### config.mk
export PLATFORM = sky130hd
export DESIGN_NAME = cluster_rate_meter_flat
export DESIGN_NICKNAME = d
export VERILOG_FILES = /design/src/rtl/cluster_rate_meter_pkg.sv /design/src/rtl/cluster_rate_meter_if.sv /design/src/rtl/cluster_rate_meter_log_bar_encoder.sv /design/src/rtl/cluster_rate_meter.sv /design/src/flat_wrapper.sv
export SDC_FILE = /design/constraint.sdc
export NUM_CORES = 1
export LEC_CHECK = 0
export CAP_MARGIN = 40
export CORE_ASPECT_RATIO = 0.9
export CORE_MARGIN = 2
export CORE_UTILIZATION = 44
export CTS_CLUSTER_SIZE = 10
export DETAILED_ROUTE_END_ITERATION = 8
export SYNTH_ARGS = -nofsm -noshare
export SYNTH_HDL_FRONTEND = slang
export SYNTH_SLANG_ARGS = --single-unit
### constraint.sdc
create_clock -name clock -period 10.08 [get_ports clock]
set_input_delay 2.52 -clock clock [delete_from_list [all_inputs] [get_ports clock]]
set_output_delay 2.52 -clock clock [all_outputs]
set_load 0.02 [all_outputs]
### src/rtl/cluster_rate_meter_pkg.sv
// Shared types and elaboration-time helpers for the cluster rate meter.
// Provides the output-pipeline FSM state enum, the window-length derivation
// and the decade threshold table used by the log bar encoder.
package cluster_rate_pkg;

    typedef enum logic [1:0] {
        ST_COUNT  = 2'd0,
        ST_SCALE  = 2'd1,
        ST_ENCODE = 2'd2
    } meter_state_t;

    // Marker for a threshold outside the rate range; a rate narrower than
    // 64 bits can never reach it.
    localparam logic [63:0] NEVER_MET = {64{1'b1}};

    // Measurement window length in clocks.
    function automatic int unsigned window_len(input int unsigned clk_freq,
                                               input int unsigned speedup);
        return clk_freq >> speedup;
    endfunction

    // Threshold T[k] = 10^k, or NEVER_MET when 10^k does not fit in
    // count_width bits.
    function automatic logic [63:0] threshold(input int k, input int count_width);
        logic [63:0] lim;
        logic [63:0] t;
        logic        over;
        lim  = (count_width >= 64) ? {64{1'b1}} : ((64'd1 << count_width) - 64'd1);
        t    = 64'd1;
        over = 1'b0;
        for (int i = 0; i < k; i++) begin
            if (t > lim / 64'd10) over = 1'b1;
            else                  t    = t * 64'd10;
        end
        threshold = (over || (t > lim)) ? NEVER_MET : t;
    endfunction

endpackage

### src/rtl/cluster_rate_meter_if.sv
// Cluster count in, rate / log bar out, between cluster packer and LED controller.
// Ports: ttc_resync, increment_i (packer -> meter); rate_o, rate_valid_o, bar_o (meter -> LEDs/regs).
// No backpressure: the count is consumed every clock and the outputs are level/pulse signals.
interface cluster_rate_meter_if #(
    parameter int COUNT_WIDTH = 32,
    parameter int INC_WIDTH   = 8,
    parameter int BAR_WIDTH   = 8
);
    logic                   ttc_resync;
    logic [INC_WIDTH-1:0]   increment_i;
    logic [COUNT_WIDTH-1:0] rate_o;
    logic                   rate_valid_o;
    logic [BAR_WIDTH-1:0]   bar_o;

    // master: the side producing cluster counts and consuming the rate
    modport master (
        output ttc_resync,
        output increment_i,
        input  rate_o,
        input  rate_valid_o,
        input  bar_o
    );

    // slave: the rate meter itself
    modport slave (
        input  ttc_resync,
        input  increment_i,
        output rate_o,
        output rate_valid_o,
        output bar_o
    );
endinterface

### src/rtl/cluster_rate_meter_log_bar_encoder.sv
// Rate -> decade level -> thermometer bar, registered; optional peak hold with decay.
// Ports: clock, reset (sync, active-low), en (update strobe), rate (in), bar (out).
// Latency 1 cycle from en; no backpressure. Peak hold: CLUSTER_RATE_METER_PEAK_HOLD_EN.
module log_bar_encoder
    import cluster_rate_pkg::*;
#(
    parameter int COUNT_WIDTH   = 32,
    parameter int BAR_WIDTH     = 8,
    parameter int DECAY_WINDOWS = 4
) (
    input  logic                   clock,
    input  logic                   reset,
    input  logic                   en,
    input  logic [COUNT_WIDTH-1:0] rate,
    output logic [BAR_WIDTH-1:0]   bar
);
    localparam int LVL_W = $clog2(BAR_WIDTH + 1);

    if (DECAY_WINDOWS < 1) begin : g_bad_decay
        $error("DECAY_WINDOWS must be at least 1");
    end

    logic [LVL_W-1:0] level;

    // Count how many decade thresholds the rate reaches.
    always_comb begin
        level = '0;
        for (int k = 0; k < BAR_WIDTH; k++) begin
            if (64'(rate) >= threshold(k, COUNT_WIDTH)) level = level + LVL_W'(1);
        end
    end

    function automatic logic [BAR_WIDTH-1:0] therm(input logic [LVL_W-1:0] n);
        therm = '0;
        for (int i = 0; i < BAR_WIDTH; i++) begin
            if (i < int'(n)) therm[i] = 1'b1;
        end
    endfunction

`ifdef CLUSTER_RATE_METER_PEAK_HOLD_EN
    localparam int DEC_W = $clog2(DECAY_WINDOWS + 1);

    logic [LVL_W-1:0] peak;
    logic [LVL_W-1:0] peak_dec;
    logic [DEC_W-1:0] decay_cnt;

    // One segment down, but never below the live level. Only used when
    // level < peak, so peak is at least 1 here.
    assign peak_dec = ((peak - LVL_W'(1)) > level) ? (peak - LVL_W'(1)) : level;

    always_ff @(posedge clock) begin
        if (!reset) begin
            peak      <= '0;
            decay_cnt <= '0;
            bar       <= '0;
        end else if (en) begin
            if (level >= peak) begin
                peak      <= level;
                decay_cnt <= '0;
                bar       <= therm(level);
            end else if (decay_cnt == DEC_W'(DECAY_WINDOWS - 1)) begin
                peak      <= peak_dec;
                decay_cnt <= '0;
                bar       <= therm(peak_dec);
            end else begin
                decay_cnt <= decay_cnt + DEC_W'(1);
            end
        end
    end
`else
    always_ff @(posedge clock) begin
        if (!reset) begin
            bar <= '0;
        end else if (en) begin
            bar <= therm(level);
        end
    end
`endif

endmodule

### src/rtl/cluster_rate_meter.sv
// Windowed S-bit cluster rate meter: saturating Hz figure plus log LED bar.
// Ports: clock, reset (sync, active-low), bus (slave: resync/increment in, rate/valid/bar out).
// rate_o 1 cycle and bar_o 2 cycles after window end; no backpressure. Option: CLUSTER_RATE_METER_PEAK_HOLD_EN.
module cluster_rate_meter
    import cluster_rate_pkg::*;
#(
    parameter int unsigned CLK_FREQUENCY  = 40079000,
    parameter int unsigned SPEEDUP_FACTOR = 4,
    parameter int          COUNT_WIDTH    = 32,
    parameter int          INC_WIDTH      = 8,
    parameter int          BAR_WIDTH      = 8,
    parameter int          DECAY_WINDOWS  = 4
) (
    input  logic                 clock,
    input  logic                 reset,
    cluster_rate_meter_if.slave  bus
);
    localparam int unsigned      WINDOW   = window_len(CLK_FREQUENCY, SPEEDUP_FACTOR);
    localparam int               WIN_W    = $clog2(WINDOW);
    localparam logic [WIN_W-1:0] WIN_LAST = WIN_W'(WINDOW - 1);

    if (WINDOW < 3) begin : g_bad_window
        $error("measurement window must be at least 3 clocks");
    end
    if (SPEEDUP_FACTOR >= COUNT_WIDTH) begin : g_bad_speedup
        $error("SPEEDUP_FACTOR must be smaller than COUNT_WIDTH");
    end

    meter_state_t               state;
    meter_state_t               state_nxt;
    logic [WIN_W-1:0]           win_cnt;
    logic [COUNT_WIDTH-1:0]     acc;
    logic [COUNT_WIDTH-1:0]     snapshot;
    logic [COUNT_WIDTH-1:0]     rate_q;
    logic                       rate_vld_q;
    logic [BAR_WIDTH-1:0]       bar_q;
    logic [COUNT_WIDTH:0]       acc_sum;
    logic [COUNT_WIDTH-1:0]     acc_sat;
    logic [2*COUNT_WIDTH-1:0]   shifted;
    logic [COUNT_WIDTH-1:0]     rate_sat;
    logic                       window_end;
    logic                       load_rate;
    logic                       encode_en;

    // Extra carry bit detects accumulator overflow; clamp instead of wrap.
    assign acc_sum  = {1'b0, acc} + (COUNT_WIDTH + 1)'(bus.increment_i);
    assign acc_sat  = acc_sum[COUNT_WIDTH] ? '1 : acc_sum[COUNT_WIDTH-1:0];

    // A resync in the last window cycle discards the window: no snapshot.
    assign window_end = (win_cnt == WIN_LAST) && !bus.ttc_resync;

    // Scale to Hz; any bit pushed past the top clamps to full scale.
    assign shifted  = (2 * COUNT_WIDTH)'(snapshot) << SPEEDUP_FACTOR;
    assign rate_sat = (|shifted[2*COUNT_WIDTH-1:COUNT_WIDTH]) ? '1 : shifted[COUNT_WIDTH-1:0];

    // Window counter and accumulator run regardless of the output FSM.
    always_ff @(posedge clock) begin
        if (!reset) begin
            win_cnt  <= '0;
            acc      <= '0;
            snapshot <= '0;
        end else if (bus.ttc_resync) begin
            win_cnt  <= '0;
            acc      <= '0;
        end else if (win_cnt == WIN_LAST) begin
            win_cnt  <= '0;
            acc      <= '0;
            snapshot <= acc_sat;
        end else begin
            win_cnt  <= win_cnt + WIN_W'(1);
            acc      <= acc_sat;
        end
    end

    always_ff @(posedge clock) begin
        if (!reset) state <= ST_COUNT;
        else        state <= state_nxt;
    end

    always_comb begin
        state_nxt = state;
        load_rate = 1'b0;
        encode_en = 1'b0;
        case (state)
            ST_COUNT: begin
                if (window_end) state_nxt = ST_SCALE;
            end
            ST_SCALE: begin
                load_rate = 1'b1;
                state_nxt = ST_ENCODE;
            end
            ST_ENCODE: begin
                encode_en = 1'b1;
                state_nxt = ST_COUNT;
            end
            default: state_nxt = ST_COUNT;
        endcase
    end

    always_ff @(posedge clock) begin
        if (!reset) begin
            rate_q     <= '0;
            rate_vld_q <= 1'b0;
        end else begin
            rate_vld_q <= load_rate;
            if (load_rate) rate_q <= rate_sat;
        end
    end

    log_bar_encoder #(
        .COUNT_WIDTH   (COUNT_WIDTH),
        .BAR_WIDTH     (BAR_WIDTH),
        .DECAY_WINDOWS (DECAY_WINDOWS)
    ) u_encoder (
        .clock (clock),
        .reset (reset),
        .en    (encode_en),
        .rate  (rate_q),
        .bar   (bar_q)
    );

    assign bus.rate_o       = rate_q;
    assign bus.rate_valid_o = rate_vld_q;
    assign bus.bar_o        = bar_q;

endmodule

### src/flat_wrapper.sv
// flat-port wrapper written by rule: the top's interface ports become plain ports
module cluster_rate_meter_flat import cluster_rate_pkg::*;
#(
    parameter int unsigned CLK_FREQUENCY  = 40079000,
    parameter int unsigned SPEEDUP_FACTOR = 4,
    parameter int          COUNT_WIDTH    = 32,
    parameter int          INC_WIDTH      = 8,
    parameter int          BAR_WIDTH      = 8,
    parameter int          DECAY_WINDOWS  = 4
)
  (clock, reset, bus_ttc_resync, bus_increment_i, bus_rate_o, bus_rate_valid_o, bus_bar_o);
  cluster_rate_meter_if #(.COUNT_WIDTH(COUNT_WIDTH), .INC_WIDTH(INC_WIDTH), .BAR_WIDTH(BAR_WIDTH)) bus_i ();
  input  logic clock;
  input  logic reset;
  input wire logic [$bits(bus_i.ttc_resync)-1:0] bus_ttc_resync;
  input wire logic [$bits(bus_i.increment_i)-1:0] bus_increment_i;
  output wire logic [$bits(bus_i.rate_o)-1:0] bus_rate_o;
  output wire logic [$bits(bus_i.rate_valid_o)-1:0] bus_rate_valid_o;
  output wire logic [$bits(bus_i.bar_o)-1:0] bus_bar_o;
  assign bus_i.ttc_resync = bus_ttc_resync;
  assign bus_i.increment_i = bus_increment_i;
  assign bus_rate_o = bus_i.rate_o;
  assign bus_rate_valid_o = bus_i.rate_valid_o;
  assign bus_bar_o = bus_i.bar_o;
  cluster_rate_meter #(.CLK_FREQUENCY(CLK_FREQUENCY), .SPEEDUP_FACTOR(SPEEDUP_FACTOR), .COUNT_WIDTH(COUNT_WIDTH), .INC_WIDTH(INC_WIDTH), .BAR_WIDTH(BAR_WIDTH), .DECAY_WINDOWS(DECAY_WINDOWS)) u_core (.clock(clock), .reset(reset), .bus(bus_i));
endmodule
# Word-level counts from Yosys, hierarchy flattened
# Index checks and enable logic that the tools add are counted.
# op_classes
div	0
n_mux	22
n_lt_le_gt_ge	16
n_reduce_logical	6
add_sub_neg	9
shifts	0
bitwise	2
n_eq_ne	4
mul	0
# op_table
cell	count
$mux 32	2
$add 32x8->33	1
$ge 32x1->1 const B	1
$ge 32x10->1 const B	1
$ge 32x14->1 const B	1
$ge 32x17->1 const B	1
$ge 32x20->1 const B	1
$ge 32x24->1 const B	1
$ge 32x4->1 const B	1
$ge 32x7->1 const B	1
$mux 4	7
$add 4x1->4 const B	6
$add 22x1->22 const B	1
$eq 22x22->1 const B	1
$lt 3x4->1 const A	4
$mux 1	11
$lt 1x4->1 const A	2
$lt 2x4->1 const A	2
$pmux 2 s2	1
$reduce_or 4->1	1
$reduce_or 3->1	1
$add 1x1->2 const B	1
$eq 2x1->1 const B	1
$eq 2x2->1 const B	1
7 further kinds	8
# totals
latch_bits	0
out_inout_bits	41
mem_bits_ro	0
mem_count	0
mem_bits_rw	0
regBits	129

# Logic depth before layout (Yosys ltp)
# depth
ltp_word	18
depth_mapped	18

# Modules after synthesis
# From an unflattened synthesis, not the netlist that was laid out.
# unflattened
cells_unflattened	710
hier_area_um2	6485.0
# by_module_without_submodules
mod	instances	area_each_um2	seq_area_each_um2	cells_each
cluster_rate_meter	1	5176.2	2362.3	553
log_bar_encoder	1	1308.8	160.2	157

# Worst setup path before layout
# No wires, ideal clock.
# synth_timing
kind	input to register
start	in bus_increment_i[0]
end	reg u_core.snapshot[12]
t_required_ps	9994
t_arrival_ps	4814
slack_ps	5181
stages	12
setup_time_ps	86
path_cell_list	ha_1 > inv_1 > fa_1 > nor2b_1 > o21ai_0 > a21boi_0 > o21ai_1 > a2111oi_4 > and2_1 > buf_2 > nor2_1 > a211oi_1
# synth_between
elab_chain_len	2
# synth_rtl
item	line_no	source
from (decl)	flat_wrapper.sv:16	input wire logic [$bits(bus_i.increment_i)-1:0] bus_increment_i;
$add 32x8->33	cluster_rate_meter.sv:46	assign acc_sum = {1'b0, acc} + (COUNT_WIDTH + 1)'(bus.increment_i);
$mux 32	cluster_rate_meter.sv:47	assign acc_sat = acc_sum[COUNT_WIDTH] ? '1 : acc_sum[COUNT_WIDTH-1:0];
to (signal assigned)	cluster_rate_meter.sv:68	snapshot <= acc_sat;
to (decl)	cluster_rate_meter.sv:33	logic [COUNT_WIDTH-1:0] snapshot;
# No other way between the ends.
# A chain may end at the register's enable or synchronous reset.

# Final worst setup path
# layout_timing
start	in bus_increment_i[0]
end	reg u_core.snapshot[9]
# The elaborated chain is that of the path after synthesis.

==> flow_summary_export.csv <==
group,metric,value,unit
outcome,status,"finished, final reports clean",
clock_tree,cts_buffers,17,
placed_design,dp_hpwl,10000,µm
global_routing,gr-max-usage-layer,"met2",
critical_path,reg2reg_to,"u_core.u_encoder.bar[3]$_SDFFE_PN0N_",
routing,route.vias.total,4948,
global_routing,grt_pass1_vias,4793,
yosys,synth_ff_type,"dfxtp_1",
timing,rsz0062_at_grt,"false",
layout,layout_commonest_cell,"dfxtp_1",
timing,finClkSkew,6.96,ps
pwr,finalPower,1.18,mW
global_routing,grt_use_total,0.202,
placed_design,place_inst,862,
floorplanning,ios,52,
yosys,syn_nets,696,
timing,finalCritPeriodShare,0.553,
global_routing,use_met1,0.268,
pwr,power.leakage,2.61,nW
global_routing,use_met3,0.0523,
clock_tree,insertion_delay,410,ps
routing,routed_wl,14000,µm
floorplanning,core,0.0133,mm²
global_routing,use_met2,0.326,
floorplanning,die_height,114,µm
critical_path,arrival,5910,ps
clock_tree,cts_setup_buffers,0,
yosys,ys_types,60,
layout,drive_gt1_frac,0.0854,
global_routing,antenna_found_initial,0,
layout,antenna_cells,0,
placed_design,gp_congestion,0.827,
clock_tree,cts_buffer_depth,2,
global_routing,grt_pass1_wl,23800,µm
layout,area_growth,21.7,%
routing,drt_iter0_markers,260,
critical_path,critPathRequiredTime,10410,ps
layout,fillers,1180,
layout,final_nets,741,
critical_path,crit_fanout,11,
yosys,synth_edf_count,0,
critical_path,startpoint_type,"input pin",
timing,max_freq,179,MHz
clock_tree,cts_root_buf,"clkbuf_16",
yosys,yosysWarnings,0,
yosys,synthCells,668,
clock_tree,cts_hold_buf,0,
floorplanning,die-area,0.0145,mm²
yosys,syn_area,0.00594,mm²
layout,final_cell_mix,"dfxtp_1 (126), nor2_1 (88), a21oi_1 (73), clkdlybuf4s50_1 (51), nand2_1 (34)",
hold_path,hold_depth,1,
timing,period_needed,5580,ps
floorplanning,die_width,127,µm
critical_path,worstSetupEndpointType,"flip-flop",
pwr,ir_drop,129,µV
hold_path,hold_start,"u_core.win_cnt[0]$_SDFF_PP0_",
clock_tree,path_clk_slew,50,ps
yosys,synth_seq_area_share,0.424,
pwr,power_density,163,mW/mm²
clock_tree,cts_tree,"done",
routing,drc,0,
floorplanning,start_util,0.448,
hold_path,min_to,"u_core.win_cnt[0]$_SDFF_PP0_",
floorplanning,row_count,40,
yosys,ys_ff_latch,126,
timing,tns,0,ps
routing,wire_per_inst,15.7,µm
timing,slew_headroom,0.531,
clock_tree,post_cts_resize_count,0,
timing,tightest_slew,700,ps
timing,drv_slew,0,
global_routing,overflow,0,
placed_design,placed_area,0.00663,mm²
global_routing,grt_max_degree,43,
critical_path,rrSetupSlack,5420,ps
routing,dr.pass1.iters,4,
layout,final_area,0.00723,mm²
routing,avgViaCountPerCell,5.53,
placed_design,port_buffers,51,
critical_path,ff2ff_path_depth,16,
yosys,synth-async-reset-ratio,0,
clock_tree,clock_sinks,126,
job,maxCapViolCount,0,
timing,hold_violations,0,
layout,finalNonFillerCells,894,
clock_tree,h-tree-depth,4,
routing,ant_nets,0,
timing,setup_viol,0,
hold_path,min_path_type,"flip-flop to flip-flop",
yosys,syn-mean-instance-area,8.90,µm²
critical_path,r2r_start,"u_core.bus.rate_o[24]$_SDFFE_PN0P_",
critical_path,worstSetupPathType,"input pin to flip-flop",
[worst max path at each step]
stage | from | cells past startpoint | end
after global placement | bus_increment_i[0] | 12 | u_core.snapshot[29]$_SDFFE_PN0P_
final | bus_increment_i[0] | 13 | u_core.snapshot[9]$_SDFFE_PN0P_
after CTS | bus_increment_i[0] | 13 | u_core.snapshot[9]$_SDFFE_PN0P_
after detailed placement | bus_increment_i[0] | 13 | u_core.snapshot[9]$_SDFFE_PN0P_
after global routing | bus_increment_i[0] | 13 | u_core.snapshot[13]$_SDFFE_PN0P_
after floorplan | bus_increment_i[0] | 12 | u_core.snapshot[12]$_SDFFE_PN0P_
[sequential cells by signal (all words and copies together), names as in the netlist]
register,count
u_core.bus.rate_o,29
u_core.acc,32
u_core.state,2
u_core.win_cnt,22
u_core.u_encoder.bar,8
u_core.bus.rate_valid_o,1
u_core.snapshot,32
[Yosys cell counts, drive strengths merged, types with 10 or more instances]
library cell  instances  area share
dfxtp               126        0.42
nor2                 88       0.056
a21oi                73       0.061
nand2                34       0.021
o21ai                32       0.027
mux2i                31       0.052
clkbuf               25       0.016
xnor2                22       0.032
a211oi               20       0.028
xor2                 20       0.029
nand3                17       0.016
ha                   16       0.034
inv                  16       0.010
nor3                 13       0.013
and3                 12       0.013
nor4                 11       0.020
buf                  10      0.0086
nand4                10       0.011
[cell families (layout without fill, tap and decap cells)]
family,Yosys count,in the layout,share of synthesized area
flip-flops,126,126,0.424
adder cells (fa/ha/maj),17,17,0.0371
multiplexers,36,36,0.0623
AND/OR/NAND/NOR,224,224,0.197
buffers and inverters,52,110,0.0352
XOR/XNOR,42,42,0.0619
AO/OA/AOI/OAI,171,171,0.183
[critical path: stages]
cell             delay [ps]
clkdlybuf4s50_1         460
ha_1                    160
inv_1                    60
fa_1                    390
nor2b_1                 120
o21ai_0                 100
a21boi_0                270
o21ai_1                 270
a2111oi_4               550
and2_1                  480
nor3_1                  190
buf_2                   210
a21oi_1                 130
[power by group]
part           switching (mW)  total, mW  internal [mW]
Sequential            0.00164      0.503          0.501
Clock                   0.217      0.628          0.411
Combinational          0.0307     0.0487         0.0180
Total                   0.249       1.18          0.931
[final cells by class]
cell class	instances	area, µm²	share of cell area
Multi-Input combinational cell	490	3230	0.447
Sequential cell	126	2520	0.349
Clock buffer	20	437	0.0604
Clock inverter	12	169	0.0234
Timing Repair Buffer	61	598	0.0827
Tap cell	168	210	0.0291
Inverter	17	63.8	0.00882
[layer usage]
| layer | share of wire | up-vias |
|---|---|---|
| li1 | - | 2496 |
| met1 | 0.49 | 2353 |
| met2 | 0.46 | 86 |
| met3 | 0.038 | 13 |
| met4 | 0.011 | 0 |
| met5 | 0 | - |
[metrics by stage]
stage                     setup slack, ps  utilization  hold WS (ps)
after floorplan                      5180            -           431
after global placement               4040        0.496           462
after detailed placement             4120        0.500           470
after CTS                            4520        0.545           483
after global routing                 4200        0.545           514
final                                4500        0.545           475
(Power assumes the default switching activity.)
